--- src/rtl/mem_bus_arbiter.sv ---
// mem_bus_arbiter: shares one single-port memory between two masters. Grants are registered and bursts are bounded.
// Define ARB_ROUND_ROBIN_EN for a round-robin tie-break in IDLE. Without it, port 0 has fixed priority.
module mem_bus_arbiter #(
  parameter int AW        = 8,
  parameter int DW        = 8,
  parameter int MAX_BURST = 4
) (
  input  logic          clock,
  input  logic          reset,
  input  logic          req0,
  input  logic          we0,
  input  logic [AW-1:0] addr0,
  input  logic [DW-1:0] wdata0,
  output logic          gnt0,
  output logic          rvalid0,
  input  logic          req1,
  input  logic          we1,
  input  logic [AW-1:0] addr1,
  input  logic [DW-1:0] wdata1,
  output logic          gnt1,
  output logic          rvalid1,
  output logic [DW-1:0] rdata,
  output logic          mem_we,
  output logic [AW-1:0] mem_address,
  output logic [DW-1:0] mem_wdata,
  input  logic [DW-1:0] mem_rdata
);

  localparam int CW = $clog2(MAX_BURST + 1);

  typedef enum logic [1:0] {IDLE, OWN0, OWN1} state_t;

  state_t        state, state_nxt;
  logic [CW-1:0] burst_cnt, burst_nxt, cnt_inc;
  logic          last_owner, last_nxt;
  logic          xfer0, xfer1;
  logic          tie_pick1;
  logic          sel1;

`ifdef ARB_ROUND_ROBIN_EN
  assign tie_pick1 = ~last_owner;
`else
  assign tie_pick1 = 1'b0;
`endif

  assign gnt0  = (state == OWN0);
  assign gnt1  = (state == OWN1);
  assign xfer0 = req0 & gnt0;
  assign xfer1 = req1 & gnt1;

  // With no owner, the address/data mux parks on whichever port held the bus last.
  assign sel1        = gnt1 | ((state == IDLE) & last_owner);
  assign mem_address = sel1 ? addr1 : addr0;
  assign mem_wdata   = sel1 ? wdata1 : wdata0;
  assign mem_we      = (xfer0 & we0) | (xfer1 & we1);
  assign rdata       = mem_rdata;

  assign cnt_inc = (burst_cnt == CW'(MAX_BURST)) ? burst_cnt : burst_cnt + CW'(1);

  always_comb begin
    state_nxt = state;
    burst_nxt = burst_cnt;
    last_nxt  = last_owner;
    case (state)
      IDLE: begin
        burst_nxt = '0;
        if (req0 && req1) state_nxt = tie_pick1 ? OWN1 : OWN0;
        else if (req0)    state_nxt = OWN0;
        else if (req1)    state_nxt = OWN1;
      end
      OWN0: begin
        if (!req0) begin
          state_nxt = req1 ? OWN1 : IDLE;
          burst_nxt = '0;
        end else if (req1 && (cnt_inc == CW'(MAX_BURST))) begin
          state_nxt = OWN1;
          burst_nxt = '0;
        end else begin
          burst_nxt = cnt_inc;
        end
      end
      OWN1: begin
        if (!req1) begin
          state_nxt = req0 ? OWN0 : IDLE;
          burst_nxt = '0;
        end else if (req0 && (cnt_inc == CW'(MAX_BURST))) begin
          state_nxt = OWN0;
          burst_nxt = '0;
        end else begin
          burst_nxt = cnt_inc;
        end
      end
      default: begin
        state_nxt = IDLE;
        burst_nxt = '0;
      end
    endcase
    if ((state_nxt == OWN0) && (state != OWN0)) last_nxt = 1'b0;
    if ((state_nxt == OWN1) && (state != OWN1)) last_nxt = 1'b1;
  end

  always_ff @(posedge clock or negedge reset) begin
    if (!reset) begin
      state      <= IDLE;
      burst_cnt  <= '0;
      last_owner <= 1'b1;
      rvalid0    <= 1'b0;
      rvalid1    <= 1'b0;
    end else begin
      state      <= state_nxt;
      burst_cnt  <= burst_nxt;
      last_owner <= last_nxt;
      // The strobe follows the issuing port, even if ownership moves on this edge.
      rvalid0    <= xfer0 & ~we0;
      rvalid1    <= xfer1 & ~we1;
    end
  end

endmodule

--- config.mk ---
export PLATFORM = sky130hd
export DESIGN_NAME = mem_bus_arbiter
export DESIGN_NICKNAME = d
export VERILOG_FILES = /design/src/rtl/mem_bus_arbiter.sv
export SDC_FILE = /design/constraint.sdc
export NUM_CORES = 1
export LEC_CHECK = 0
export CAP_MARGIN = 20
export CELL_PAD_IN_SITES_DETAIL_PLACEMENT = 1
export CELL_PAD_IN_SITES_GLOBAL_PLACEMENT = 1
export CORE_ASPECT_RATIO = 0.75
export CORE_MARGIN = 4
export CORE_UTILIZATION = 19
export DETAILED_ROUTE_END_ITERATION = 8
export PLACE_DENSITY = 0.75
export SLEW_MARGIN = 40
export SYNTH_ARGS = -nofsm -noshare
export SYNTH_HDL_FRONTEND = slang
export SYNTH_SLANG_ARGS = --single-unit
--- constraint.sdc ---
create_clock -name clock -period 1.99 [get_ports clock]
set_input_delay 0.398 -clock clock [delete_from_list [all_inputs] [get_ports clock]]
set_output_delay 0.398 -clock clock [all_outputs]
set_load 0.1 [all_outputs]
After elaboration in Yosys (flattened, before gate mapping). Cells that the tools add are included.

Flip-flop bits (word level): 8. Output and inout port bits: 29.

Add/subtract/negate cells: 1. Equality and inequality tests: 8. Muxes and demuxes: 20. Bitwise gates (word level): 11. Reductions and logical operators: 7.

Operators with widths (count): 2-to-1 mux 2 bit (8); 2-to-1 mux 8 bit (2); 2-to-1 mux 3 bit (5); AND 1 bit (7); equality test 3 bit (second input constant) (2); one-hot mux 2 bit (3 select lines) (1); one-hot mux 3 bit (2 select lines) (1); logical AND 1 bit (5); equality test 2 x 1 -> 1 bit (second input constant) (2); equality test 2 bit (second input constant) (2); adder 3 x 1 -> 3 bit (second input constant) (1); 2-to-1 mux 1 bit (3); zero test 2 bit (1); != test 2 x 1 -> 1 bit (second input constant) (1); != test 2 bit (second input constant) (1); inverter 1 bit (2); bitwise OR 1 bit (2); nonzero test 2 bit (1).

Logic depth before layout (Yosys ltp).
Depth after elaboration: 11. Gate-level depth with buffers: 7. Depth with buffers taken out: 7.

Least setup slack after synthesis. OpenSTA, ideal clock, no wires.

Path kind: register -> output. From: reg state[1]. To: out mem_we. Arrival: 2386 ps. Data required time: 1592 ps. Setup slack: -794 ps. Cell stages (with the launch flop): 5. Cells stage by stage: dfrtp_1 -> inv_1 -> ha_1 -> and2_1 -> a32o_1.

Cells in the longest elaborated chain, start to end: 4. Elaborated cells between the ends (all ways): 7. Classes of those cells: eq/ne (2); bitwise (5).

Ends and longest elaborated chain: from (decl) (line 33) `state_t state, state_nxt;`; from (signal assigned) (line 110) `state <= state_nxt;`; equality test 2 x 1 -> 1 bit (line 46) `assign gnt0 = (state == OWN0);`; via gnt0 (line 14) `output logic gnt0,`; AND 1 bit (line 48) `assign xfer0 = req0 & gnt0;`; AND 1 bit (line 55) `assign mem_we = (xfer0 & we0) | (xfer1 & we1);`; bitwise OR 1 bit (line 55); to (decl) (line 23) `output logic mem_we,`.

The timed path passes the listed nets, and every way through them passes these cells.

Final worst setup path.
From: reg state[1]. To: out mem_address[3].

Cells in the longest elaborated chain, start to end: 4. Elaborated cells between the ends (all ways): 5. Classes of those cells: eq/ne (1); mux (1); bitwise (2); reduce/logical (1).

Ends and longest elaborated chain: zero test 2 bit (line 52) `assign sel1 = gnt1 | ((state == IDLE) & last_owner);`; AND 1 bit (line 52); bitwise OR 1 bit * (line 52); 2-to-1 mux 8 bit * (line 53) `assign mem_address = sel1 ? addr1 : addr0;`; to (decl) (line 24) `output logic [AW-1:0] mem_address,`.

Every way passes the cells marked *; elsewhere a longest branch is shown, timed or not.

==> results.sh <==
export IMPL_p_leak_nw=0.846
export IMPL_wl_met2_mm=1.86
export IMPL_vdd_drop_max_uv=792
export IMPL_ys_types=33
export IMPL_seq_area_um2=203
export IMPL_avgSynthCellArea_um2=9.40
export IMPL_synth_cells=90
export IMPL_route_met3_wl_um=283
export IMPL_worstSetupPathType="reg -> out"
export IMPL_power_frac_clock=0.057
export IMPL_wl_per_cell_um=18.4
export IMPL_fp_dieH_um=65.8
export IMPL_clock_tree_root_cell="clkbuf_8"
export IMPL_hpwlAfterDp_mm=3.31
export IMPL_multi_input_area_um2=663
export IMPL_fin_cells=212
export IMPL_synth_nets=142
export IMPL_drv_slew=0
export IMPL_initial_core_util=0.202
export IMPL_fill_cells=453
export IMPL_crit_arrival_ns=1.75
export IMPL_route_detailed_drc=0
export IMPL_setup_viol=16
export IMPL_yosys_top_cells_count="mux2_2, buf_4, dfrtp_1, nand2_1"
export IMPL_post_route_util=0.454
export IMPL_synth_top_area_share=0.213
export IMPL_required_ns=1.59
export IMPL_routed_via_density=4.50
export IMPL_violations="negative setup slack"
export IMPL_syn_area_um2=846
export IMPL_antenna_cells=0
export IMPL_synth_seq_cells=8
export IMPL_critPathCaptureType="output pin"
export IMPL_status="finished with violations"
export IMPL_wl_mm=3.90
export IMPL_path_clk_slew_ns=0.04
export IMPL_insertion_delay_ns=0.23
export IMPL_drive_above_1_share=0.439
export IMPL_skew_ns=0.00537
export IMPL_fin_nets=210
export IMPL_die_area_mm2=0.00559
export IMPL_grt_pass1_wl_mm=6.03
export IMPL_drv_cap=0
export IMPL_port_buffers=58
export IMPL_combPwrFrac=0.874
export IMPL_fin_ws_ns=-0.157
export IMPL_synth_most_common_cell="mux2_2"
export IMPL_cts_sinks=8
export IMPL_drt_pass1_iter_count=4
export IMPL_place_congestion=0.895
export IMPL_synthFlopType="dfrtp_1"
export IMPL_cts_buffer_depth=2
export IMPL_grt_pass1_vias=1031
export IMPL_fin_crit_sh=1.08
export IMPL_synth_area_top_cells="mux2_2, dfrtp_1, ha_1"
export IMPL_power_density_mw_per_mm2=1880
export IMPL_die_w_um=85.0
export IMPL_htree_num_levels=1
export IMPL_rsz0062_at_grt="yes"
export IMPL_m1WireLength_mm=1.70
export IMPL_dp_cells=205
export IMPL_coreArea_mm2=0.00418
export IMPL_drt_iter0_drc=19
export IMPL_internal_power_mw=1.65
export IMPL_crit_fanout=6
export IMPL_worst_slew_pin_slew_ns=0.424
export IMPL_start_kind="register"
export IMPL_antenna_found_initial=0
export IMPL_cts_tree="done"
export IMPL_ys_seq_area_frac=0.238
export IMPL_yosysWarningCount=0
export IMPL_slew_headroom=0.710
export IMPL_power_switching_mw=1.91
export IMPL_grt_max_degree=11
export IMPL_hold_path_class="in -> async"
export IMPL_top_layer_used="met4"
export IMPL_via_count=955
export IMPL_synth_edff_count=0
export IMPL_seq_power_share=0.070
export IMPL_swShare=0.537
export IMPL_timing_fmax_mhz=466
export IMPL_yosysTopAreaCell="mux2_2"
export IMPL_grt_usage=0.141
export IMPL_async_flop_share=1.00
export IMPL_gr_total_overflow=0
export IMPL_finalHoldViolCount=0
export IMPL_cts_inserted_buffers=3
export IMPL_rows=20
export IMPL_boundaryPins=75
export IMPL_place_area_mm2=0.00177
export IMPL_period_needed_ns=2.15
export IMPL_area_growth_synth_to_final_pct=124
export IMPL_ant_nets=0
export IMPL_final_area_mm2=0.00190
## sequential cells by signal (all words and copies together) (netlist names)
register    flops
burst_cnt       3
last_owner      1
rvalid0         1
rvalid1         1
state           2
## per-layer routing
layer	GRT usage	vias up
met5	0	-
met4	0.0395	0
met3	0.0411	4
met2	0.239	44
met1	0.174	456
li1	-	451
## layout by cell type (no fill, tap or decap), types with 2 or more instances in the layout
| cell | Yosys | layout |
|---|---|---|
| dfrtp_1 | 7 | 6 |
| nor2b_1 | 2 | 2 |
| buf_4 | 8 | 13 |
| clkdlybuf4s50_1 | 0 | 36 |
| buf_6 | 0 | 2 |
| buf_12 | 0 | 20 |
| o21ai_0 | 3 | 3 |
| clkbuf_8 | 0 | 3 |
| a21oi_1 | 3 | 3 |
| nand2_1 | 7 | 7 |
| ha_4 | 0 | 3 |
| nor2_1 | 6 | 6 |
| nand3b_1 | 3 | 3 |
| inv_1 | 6 | 4 |
| mux2_4 | 0 | 16 |
| ha_1 | 6 | 3 |
| inv_2 | 0 | 2 |
| and2_1 | 2 | 2 |
## cells by family after synthesis
logic type                 share of synthesized area
and+or+nand+nor                                0.183
AOI/OAI and AO/OA                              0.173
muxes                                          0.213
buffers and inverters                          0.104
DFF                                            0.238
adders and majority gates                     0.0888
## cell type report
| type | instances | share of cell area |
|---|---|---|
| multi-input cells | 67 | 0.350 |
| flip-flops and latches | 8 | 0.107 |
| inverters | 6 | 0.0119 |
| clock buffers | 4 | 0.0238 |
| repair buffers | 72 | 0.471 |
| well taps | 55 | 0.0363 |
## what timing repair did
item                                    CTS  global route
pin swaps                                 3             3
buffers inserted                          5             0
gates resized for setup                   8             7
hold buffers                              0             0
endpoints found under the setup margin   17            18
cloned                                    0             0
hold endpoints to repair                  0             0
## metrics by stage
step                      setup WS (ns)  hold WS, ns  TNS (ns)  power (mW)
final                            -0.157        0.461     -2.26        3.56
after global routing             -0.180        0.488     -2.74        3.68
after CTS                        -0.133        0.458     -1.93        3.52
after detailed placement        -0.0320        0.537   -0.0392        3.20
after global placement           0.0417        0.534         0        3.15
after floorplan                 -0.0382        0.102    -0.389        2.24
## critical path, stage by stage (launching register included)
cell     delay [ns]
dfrtp_1        0.40
buf_6          0.14
ha_4           0.16
a21oi_4        0.15
buf_6          0.17
mux2_4         0.33
buf_12         0.17
## power groups by stage
stage	combinational (mW)	sequential, mW	clock, mW
after floorplan	1.95	0.290	0
final	3.11	0.248	0.201
after global routing	3.22	0.252	0.217
after detailed placement	2.95	0.254	0
after global placement	2.90	0.250	0
after CTS	3.07	0.246	0.208
## final timing paths
kind / startpoint / endpoint / slack (ns) / depth (start not counted)
hold / removal: reset / rvalid0 / 0.46 / 1
max in group asynchronous: reset / last_owner / 1.21 / 1
hold reg to reg: last_owner / last_owner / 0.54 / 1
min in group clock: last_owner / last_owner / 0.54 / 1
setup reg to reg: state[1] / last_owner / 0.10 / 9
setup / recovery: state[1] / mem_address[3] / -0.16 / 6
Note: power is estimated with default switching activity, not from simulation.
